$ cat src/rtl/fetch_sequencer.sv
// fetch_sequencer: owns the fetch PC, issues reads to a 1-cycle-latency
// instruction RAM, captures each word and hands it to decode over a
// valid/ready handshake. Supports free-run, single-step, redirect and halt.
//
// Ports
//   clk, rst            clock; synchronous active-low reset
//   run, step           free-run level / single-step request (edge detected)
//   redirect,redirect_pc one-cycle PC redirect and its target
//   mem_ce, mem_addr    RAM enable and word address
//   mem_dout            RAM read data (valid the cycle after mem_ce)
//   inst, inst_pc,
//   inst_valid,
//   inst_ready          captured instruction handshake to decode
//   pc                  current fetch PC
//   halted              high while stopped on the halt instruction
//   fetch_count         accepted instructions, saturating
module fetch_sequencer #(
  parameter logic [31:0] PC_RESET  = 32'h0000_0000,
  parameter logic [31:0] HALT_INST = 32'hFFFF_FFFF
) (
  input  logic        clk,
  input  logic        rst,
  input  logic        run,
  input  logic        step,
  input  logic        redirect,
  input  logic [31:0] redirect_pc,
  output logic        mem_ce,
  output logic [29:0] mem_addr,
  input  logic [31:0] mem_dout,
  output logic [31:0] inst,
  output logic [31:0] inst_pc,
  output logic        inst_valid,
  input  logic        inst_ready,
  output logic [31:0] pc,
  output logic        halted,
  output logic [15:0] fetch_count
);

  localparam int unsigned XLEN = 32;
  localparam int unsigned CW   = 16;

  typedef enum logic [2:0] {
    IDLE  = 3'd0,
    ISSUE = 3'd1,
    WAIT  = 3'd2,
    VALID = 3'd3,
    HALT  = 3'd4
  } state_t;

  state_t            state, state_d;
  logic [XLEN-1:0]   pc_d, inst_d, inst_pc_d;
  logic              inst_valid_d;
  logic [CW-1:0]     count_d;
  logic              step_q;
  logic              step_edge;
  logic              accept;

  assign step_edge = step & ~step_q;
  assign accept    = (state == VALID) & inst_valid & inst_ready;
  assign mem_addr  = pc[31:2];

  // Next-state and next-value logic; redirect overrides everything last.
  always_comb begin
    state_d      = state;
    pc_d         = pc;
    inst_d       = inst;
    inst_pc_d    = inst_pc;
    inst_valid_d = inst_valid;
    count_d      = fetch_count;

    unique case (state)
      IDLE: begin
        if (run || step_edge) state_d = ISSUE;
      end
      ISSUE: begin
        state_d = WAIT;
      end
      WAIT: begin
        inst_d       = mem_dout;
        inst_pc_d    = pc;
        inst_valid_d = 1'b1;
        state_d      = VALID;
      end
      VALID: begin
        if (accept) begin
          pc_d         = pc + XLEN'(4);
          inst_valid_d = 1'b0;
          if (fetch_count != {CW{1'b1}}) count_d = fetch_count + CW'(1);
          if (inst == HALT_INST) state_d = HALT;
          else if (run)          state_d = ISSUE;
          else                   state_d = IDLE;
        end
      end
      HALT: begin
        state_d = HALT;
      end
      default: begin
        state_d = IDLE;
      end
    endcase

    // Redirect drops any in-flight or captured word but keeps the accept count.
    if (redirect) begin
      pc_d         = redirect_pc & ~XLEN'(3);
      inst_d       = inst;
      inst_pc_d    = inst_pc;
      inst_valid_d = 1'b0;
      state_d      = run ? ISSUE : IDLE;
    end
  end

  // State and output registers; mem_ce/halted are registered copies of the next state.
  always_ff @(posedge clk) begin
    if (!rst) begin
      state       <= IDLE;
      pc          <= PC_RESET;
      inst        <= '0;
      inst_pc     <= '0;
      inst_valid  <= 1'b0;
      mem_ce      <= 1'b0;
      halted      <= 1'b0;
      fetch_count <= '0;
      step_q      <= 1'b0;
    end else begin
      state       <= state_d;
      pc          <= pc_d;
      inst        <= inst_d;
      inst_pc     <= inst_pc_d;
      inst_valid  <= inst_valid_d;
      mem_ce      <= (state_d == ISSUE);
      halted      <= (state_d == HALT);
      fetch_count <= count_d;
      step_q      <= step;
    end
  end

endmodule

$ cat config.mk
export PLATFORM = sky130hd
export DESIGN_NAME = fetch_sequencer
export DESIGN_NICKNAME = d
export VERILOG_FILES = /design/src/rtl/fetch_sequencer.sv
export SDC_FILE = /design/constraint.sdc
export NUM_CORES = 1
export LEC_CHECK = 0
export ABC_AREA = 1
export CAP_MARGIN = 25
export CORE_AREA = 2 2 130 107
export CTS_BUF_LIST = sky130_fd_sc_hd__clkbuf_16
export DETAILED_ROUTE_END_ITERATION = 7
export DIE_AREA = 0 0 132 109
export PLACE_DENSITY = 0.79
export RECOVER_POWER = 100
export SYNTH_ARGS = -nofsm -noshare
export SYNTH_HDL_FRONTEND = slang
export SYNTH_SLANG_ARGS = --single-unit
$ cat constraint.sdc
create_clock -name clk -period 3.3 [get_ports clk]
set_input_delay 0.66 -clock clk [delete_from_list [all_inputs] [get_ports clk]]
set_output_delay 0.66 -clock clk [all_outputs]
set_load 0.01 [all_outputs]
==> metrics.txt <==
outcome finished, final reports clean; post-place setup slack approximately 760 ps; vias in the first global route between 5000 and 6000; Seq cells post-synth between 100 and 150; CTS tree done; worst-margin pin slew between 1000 and 1500 ps; num rows 38; critical path's top delay family simple AND/OR/NAND/NOR gates; Setup WS post-layout just under 900 ps; hold_buf cts 0; largest net degree at the start of global routing 87; via count 6124; grt ovf 0; IO Port Bufs around 210; Min-Delay Path Class reg -> reg; CTS Sinks between 100 and 150; top_reg_cell synth dfxtp_1; Reg power frac 0.414; DIE WIDTH approximately 130 um; RSZ-0062 raised after global routing false; Final period util 0.729; MaxCap Viol Count 0; CORE AREA approximately 0.013 mm^2; routed wire length about 18000 um; Max VDD drop ~0.43 mV; Final Skew roughly 12 ps; crit-path cells dlygate4sd3_1, nand3_1, nor2_8, nand2_1, nor2_1, nand2_1, o21ai_0, nor2_1; EDFF count, synth 0; final routed wire length divided by cell count about 15 um; Final setup viols 0; Die H approximately 110 um; commonest cells after routing, fill and taps aside 175 x nand2_1, 150 x nor2_1, 143 x dlygate4sd3_1; Num CTS Buffers 17; Yosys warning total 0; worst-skew pair later-pin latency about 410 ps; net switching power just under 0.0009 W; DR vias/cell just over 5; initial antenna violation count 0; First-pass DRT Iterations 6; Pint approximately 0.0027 W; DRC violations left 0; Pleak roughly 3.5 nW; Syn Inst Count around 830; postcts setup bufs 0; global-route wire length before repair ~29000 um; Post-synth ARST share 0; Sw Ratio 0.245; CP startpoint kind input port; Max-slew headroom 0.0722; clk root buf clkbuf_16; Critical Path End Type flip-flop; Crit path largest cell delay between 500 and 600 ps; setup TNS 0 ps; Die Footprint 0.0144 mm^2; Nets around 1100; Iter 0 DRT Violations 479; starting density of the core 0.439; PD cells approximately 440 mW/mm^2; commonest non-fill, non-tap cell in the layout nand2_1; CP max stage cell dlygate4sd3_1; share of layout cells above drive strength 1 0.0554; Post-DP HPWL 12800 um; synthesized area slightly below 0.006 mm^2; WP data arrival roughly 2700 ps; Buf+Inv Stages, Crit Path 1; area delta synth->final 42.1%; Final min period around 2400 ps; Final Hold Vio Count 0; antenna cells 0; WS Path Type in -> reg; Syn Area/Cell 6.95 um^2; fmax between 400 and 500 MHz; final core occ 0.623; Tot GR Track Use 0.252; H-tree level count 4; Post-CTS Resized 0; clock slew at reported path FFs about 60 ps; clock share of power 0.480; Final Max Tran Viols 0; Worst EP required between 3000 and 4000 ps; Worst Path Max Fanout 15; boundary pin count about 220; post-route ant nets 0; Synth cell types 35; Comb power frac 0.106; register area share after synthesis 0.399; CTS Buffer Depth 2; Placer Congestion approximately 0.92
==> power by group through the flow <==
stage / clock network [W] / logic (W) / registers, W
after floorplan: 0 / 0.000175 / 0.00152
after global placement: 0 / 0.000397 / 0.00152
after detailed placement: 0 / 0.000404 / 0.00152
after CTS: 0.00175 / 0.000408 / 0.00149
after global routing: 0.00181 / 0.000418 / 0.00150
final: 0.00173 / 0.000381 / 0.00149
==> path summary, 6_finish.rpt <==
kind,startpoint,end,slack (ps),depth (start not counted)
min,fetch_count[15],fetch_count[15],500,2
max reg2reg,pc[2],pc[14],930,10
max,inst_ready,fetch_count[10],900,8
min reg2reg,fetch_count[15],fetch_count[15],500,2
==> flip-flops by register name, summed over array words and instances (netlist names), 3 cells and up <==
register     flops
pc              30
state            3
inst            32
inst_pc         30
fetch_count     16
==> cell type report <==
type	instances	area, um^2
clock buffers	17	425
clock inverters	14	124
fillers	1272	4960
inverters	60	238
multi-input cells	592	2760
flip-flops and latches	115	2300
well taps	180	225
repair buffers	213	2130
==> metrics by stage <==
stage               hold slack (ps)  cells  area, um^2  power [W]
global route                    523   1191        8210    0.00372
detailed placement              493   1160        7730    0.00192
CTS                             503   1191        8280    0.00365
finish                          497   1191        8210    0.00360
global placement                488   1159        7700    0.00192
floorplan                       496    834        5790    0.00170
==> tightest hold or removal path: stages (launching register included) <==
cell and delay (ps):
dfxtp_1 330, nand2_1 70, a21oi_1 50
==> metal layers <==
layer	wire (um)	vias to the layer above	share of wire	global-route usage
met1	8010	2817	0.45	0.338
met4	223	0	0.012	0.0714
met2	8050	275	0.45	0.403
met3	1720	20	0.096	0.0660
met5	0	-	0	0
li1	-	3012	-	-
==> synthesized netlist by cell type (2+ instances only) <==
cell / instances / area, um^2
nor2_1: 147 / 552
nand3_2: 5 / 50.1
a31oi_1: 10 / 62.6
buf_6: 3 / 33.8
ha_1: 2 / 25.0
inv_6: 2 / 17.5
nor2_8: 2 / 40.0
nor2_4: 6 / 67.6
nor2_2: 3 / 18.8
o21ai_0: 94 / 470
nand3_4: 2 / 35.0
o21ai_1: 4 / 20.0
a21oi_1: 62 / 310
inv_2: 3 / 11.3
nor3_2: 2 / 20.0
inv_1: 54 / 203
nand3_1: 30 / 150
buf_2: 10 / 50.1
buf_4: 37 / 278
nand4_1: 5 / 31.3
nand2_4: 3 / 33.8
xnor2_1: 3 / 26.3
clkbuf_1: 16 / 60.1
xor2_1: 11 / 96.3
nand2_1: 172 / 646
a211oi_1: 2 / 15.0
a21oi_2: 2 / 17.5
dfxtp_1: 115 / 2300
nor3_1: 18 / 90.1
==> cell families (layout without fill, tap and decap cells) <==
family / Yosys count / in the layout / synth area share
buffers and inverters: 127 / 304 / 0.115
other: 1 / 4 / 0.000649
XOR/XNOR: 14 / 14 / 0.0212
adder cells (fa/ha/maj): 2 / 2 / 0.00433
AND/OR/NAND/NOR: 398 / 398 / 0.305
flip-flops: 115 / 115 / 0.399
AO/OA/AOI/OAI: 174 / 174 / 0.155
No activity file was read; power rests on OpenSTA's default activity.
==> RTL edit 1: new RTL, config.mk and constraints unchanged <==
Encoding of `state_t`: now Gray code (3 bits for 5 states).
--- a/src/rtl/fetch_sequencer.sv
+++ b/src/rtl/fetch_sequencer.sv
@@ -40,11 +40,11 @@
   localparam int unsigned CW   = 16;
 
   typedef enum logic [2:0] {
-    IDLE  = 3'd0,
-    ISSUE = 3'd1,
-    WAIT  = 3'd2,
-    VALID = 3'd3,
-    HALT  = 3'd4
+    IDLE  = 3'b000,
+    ISSUE = 3'b001,
+    WAIT  = 3'b011,
+    VALID = 3'b010,
+    HALT  = 3'b110
   } state_t;
 
   state_t            state, state_d;
Behaviour: same outputs for any inputs over 10 cycles, from zero or initial values and one cycle with rst low; not proved beyond that.
==> RTL edit 1 against the original RTL <==
Count of clock-buffer cells in the layout stayed put. Critical endpoint is now fetch_count[5]. Fmax decreased by 10%. Die area stayed put. Via count fell by 2.2%. Design area grew 0.46%. Area after synthesis decreased by 0.41%. Setup slack got worse by 280 ps. Sequential cell count unchanged. Largest cell class unchanged. Power rose by 1.8%. Routed wire length down 1.9%.
==> RTL edit 1: results (changes against the original RTL) <==
cp_data_arrival_time_ps: 2970  # was 2700 ps
synthTopCellsByArea: "dfxtp_1 40%, nand2_1 11%, nor2_1 8.5%"  # was dfxtp_1 40%, nand2_1 11%, nor2_1 9.6%
r2r-start: "state[0]"  # was pc[2]
wl_per_cell_um: 14.7  # was 15.1 um
reg2reg_slack_ps: 970  # was 930 ps
n_antenna_cell: 0  # unchanged
regToRegEndpoint: "fetch_count[5]"  # was pc[14]
post_dp_cell_area_um2: 7690  # was 7730 um^2
irDropWorstVdd_mv: 0.324  # was 0.434 mV
viasPerCell: 5.00  # was 5.14
crit_fanout: 15  # unchanged
post-place-ws_ps: 680  # was 765 ps
synthTopCellsByCount: "173 x nand2_1, 131 x nor2_1, 115 x dfxtp_1"  # was 172 x nand2_1, 147 x nor2_1, 115 x dfxtp_1
status: "finished, final reports clean"  # unchanged
reg2reg_depth: 10  # unchanged
first_pass_iters: 5  # was 6
layout-drive-gt1-share: 0.0649  # was 0.0554
gp_congestion: 0.874  # was 0.922
fillers: 1208  # was 1272
hold_class: "flip-flop to flip-flop"  # unchanged
synth.distinct_cells: 33  # was 35
p_leak_nw: 3.45  # was 3.52 nW
nNetsFinal: 1077  # was 1071
ys_seq_area_frac: 0.400  # was 0.399
post-route-period-util: 0.813  # was 0.729
drt_iter0_drc: 369  # was 479
RTL edit 1: worst min-delay path by stage:
stage          depth (start not counted)  slack [ps]       startpoint              end
6_report                               2         500  fetch_count[14]  fetch_count[14]
4_1_cts                                2         500  fetch_count[14]  fetch_count[14]
3_5_place_dp                           1         490   fetch_count[3]   fetch_count[3]
2_1_floorplan                          1         500   fetch_count[3]   fetch_count[3]
3_3_place_gp                           1         480   fetch_count[3]   fetch_count[3]
5_1_grt                                2         530         inst[22]         inst[22]
RTL edit 1: kinds of logic (layout without fill, tap and decap cells):
group,Yosys count,after routing,synth area share
and+or+nand+nor,389,389,0.293
DFF,115,115,0.400
xor gates and xnor gates,16,16,0.0244
AOI/OAI and AO/OA,173,173,0.154
other,1,4,0.000652
buffers and inverters,140,318,0.124
adders and majority gates,2,2,0.00435
RTL edit 1: area by class of cell:
| type | count | share of cell area |
|---|---|---|
| Multi-Input combinational cell | 584 | 0.331 |
| Sequential cell | 115 | 0.279 |
| Timing Repair Buffer | 216 | 0.258 |
| Clock buffer | 17 | 0.0516 |
| Inverter | 71 | 0.0332 |
| Tap cell | 180 | 0.0273 |
| Clock inverter | 14 | 0.0200 |
RTL edit 1: power breakdown:
| part | switching, W | leakage, nW | total (W) | internal [W] |
|---|---|---|---|---|
| sequential | 0.0000397 | 0.934 | 0.00146 | 0.00142 |
| combinational | 0.000171 | 2.25 | 0.000349 | 0.000178 |
| clock | 0.000675 | 0.268 | 0.00185 | 0.00118 |
RTL edit 1: worst max-delay path: stages:
cell and delay [ps]:
clkdlybuf4s50_1 450, inv_1 40, nor3_1 230, nand2_1 390
clkinv_4 240, nand2_1 370, inv_4 270, nand2_1 90
o21ai_0 160, a21oi_1 60
RTL edit 1: per-stage QoR:
stage | utilization | cells | total power (W)
after floorplan | - | 839 | 0.00167
after global routing | 0.626 | 1197 | 0.00380
after CTS | 0.629 | 1197 | 0.00370
after global placement | 0.584 | 1166 | 0.00185
final | 0.626 | 1197 | 0.00366
after detailed placement | 0.584 | 1166 | 0.00186
RTL edit 1: routing by layer:
layer  GRT usage  share of wire  up-vias
li1            -              -     3013
met1       0.298           0.42     2697
met2       0.424           0.48      249
met3      0.0716          0.087       28
met4      0.0893          0.018        0
met5           0              0        -
==> RTL edit 2: new RTL, same flow settings <==
Without the edit above. The parameter `HALT_INST` goes from 32'hFFFF_FFFF to 32'hBFFFFFFF.
--- a/src/rtl/fetch_sequencer.sv
+++ b/src/rtl/fetch_sequencer.sv
@@ -16,7 +16,7 @@
 //   fetch_count         accepted instructions, saturating
 module fetch_sequencer #(
   parameter logic [31:0] PC_RESET  = 32'h0000_0000,
-  parameter logic [31:0] HALT_INST = 32'hFFFF_FFFF
+  parameter logic [31:0] HALT_INST = 32'hBFFFFFFF
 ) (
   input  logic        clk,
   input  logic        rst,
Formal check against the unedited RTL: not equivalent (Yosys sat finds a counterexample within 10 cycles, from zero or initial values and one cycle with rst low).
==> RTL edit 2 against the original RTL <==
Sequential cell count is the same. Setup slack got worse by 170 ps. First-iteration DRC count down 25%. Combinational power about the same. Design area grew 0.50%. Power grew 5.5%. Routed wire length is 1.5% higher. Non-clock buffer count stayed put. Clock skew is 3.9 ps lower. Hold slack got worse by 17 ps. Synthesized cell count unchanged. Critical path type unchanged. Area after synthesis down 1.0%.
==> RTL edit 2: results (changes against the original RTL) <==
p_leak_nw: 3.53  # was 3.52 nW
regToRegEndpoint: "pc[28]"  # was pc[14]
nNetsFinal: 1071  # unchanged
worst_pin_slew_ps: 1370  # was 1390 ps
gp_congestion: 0.912  # was 0.922
irDropWorstVdd_mv: 0.410  # was 0.434 mV
place.detailed.hpwl_mm: 12.8  # about the same
io_buffer_count: 208  # unchanged
grt_pass1_wl_mm: 29.5  # was 29.1 mm
status: "finished, final reports clean"  # unchanged
drt_iter0_drc: 358  # was 479
skew_ps: 8.20  # was 12.1 ps
wl_met1_mm: 8.18  # was 8.01 mm
reg2reg_depth: 10  # unchanged
post-place-ws_ps: 688  # was 765 ps
layout-drive-gt1-share: 0.0543  # was 0.0554
synthTopCellsByArea: "dfxtp_1 40%, nand2_1 11%, nor2_1 9.5%"  # was dfxtp_1 40%, nand2_1 11%, nor2_1 9.6%
reg2reg_slack_ps: 1090  # was 930 ps
first_pass_iters: 5  # was 6
post_cts_buffers: 0  # unchanged
crit_start: "redirect"  # was inst_ready
met2WireLength_mm: 8.40  # was 8.05 mm
p_sw_frac: 0.241  # was 0.245
cp_data_arrival_time_ps: 2920  # was 2700 ps
critPathTopFamily: "buffers and inverters"  # was simple AND/OR/NAND/NOR gates
synthTopCellsByCount: "172 x nand2_1, 145 x nor2_1, 115 x dfxtp_1"  # was 172 x nand2_1, 147 x nor2_1, 115 x dfxtp_1
wl_mm: 18.3  # was 18.0 mm
wl_met3_mm: 1.42  # was 1.72 mm
endpoint: "pc[19]"  # was fetch_count[10]
ys_seq_area_frac: 0.403  # was 0.399
max_freq_mhz: 389  # was 416 MHz
via_count: 6062  # was 6124
grt_usage: 0.257  # was 0.252
critPathMaxStageDelay_ps: 590  # was 560 ps
crit_fanout: 29  # was 15
grt_pass1_vias: 5786  # was 5785
grt_max_degree: 86  # was 87
[RTL edit 2: cell types whose count changed in the layout (fill, tap and decap cells not counted), moves of 2 or more]
cell and change:
bufinv_16 +2, inv_2 +2, clkinv_2 -4, clkinv_4 +2
a21oi_1 +2
[RTL edit 2: routing by layer]
layer,track usage,vias to the layer above
li1,-,2996
met1,0.338,2789
met2,0.416,253
met3,0.0665,24
met4,0.0815,0
met5,0,-
[RTL edit 2: power by group through the flow]
stage / clock [W] / sequential [W] / combinational (W)
after CTS: 0.00195 / 0.00149 / 0.000408
after global routing: 0.00201 / 0.00149 / 0.000418
final: 0.00193 / 0.00149 / 0.000382
after global placement: 0 / 0.00152 / 0.000400
after detailed placement: 0 / 0.00152 / 0.000404
after floorplan: 0 / 0.00152 / 0.000174
[RTL edit 2: worst min path at each step]
stage	to	startpoint	cells past startpoint	slack, ps
after floorplan	inst[30]	inst[30]	2	490
after global placement	inst[30]	inst[30]	2	480
after detailed placement	inst[30]	inst[30]	2	480
after CTS	inst[30]	inst[30]	2	490
after global routing	inst[30]	inst[30]	2	530
final	inst[30]	inst[30]	2	480
[RTL edit 2: final cells by class]
cell class              count  area (um^2)
inverters                  61          234
flip-flops and latches    115         2300
clock buffers              17          425
repair buffers            213         2130
clock inverters            15          190
well taps                 180          225
fillers                  1208         4920
multi-input cells         591         2740
[RTL edit 2: stage by stage]
stage / cell area (um^2) / power [W] / std cells
after global placement: 7650 / 0.00192 / 1159
after floorplan: 5730 / 0.00170 / 834
after detailed placement: 7670 / 0.00192 / 1160
after global routing: 8250 / 0.00392 / 1192
final: 8250 / 0.00380 / 1192
after CTS: 8290 / 0.00385 / 1192
[RTL edit 2: logic make-up (layout without fill, tap and decap cells)]
logic type                 Yosys count  in the layout  share of synthesized area
and+or+nand+nor                    396            396                      0.299
AOI/OAI and AO/OA                  175            175                      0.157
buffers and inverters              128            306                      0.115
DFF                                115            115                      0.403
xor gates and xnor gates            14             14                     0.0214
adders and majority gates            2              2                    0.00437
other                                1              4                   0.000656
[RTL edit 2: worst min-delay path: stages, from the launching register on]
cell and delay [ps]:
dfxtp_1 300, inv_1 70, a21oi_1 60
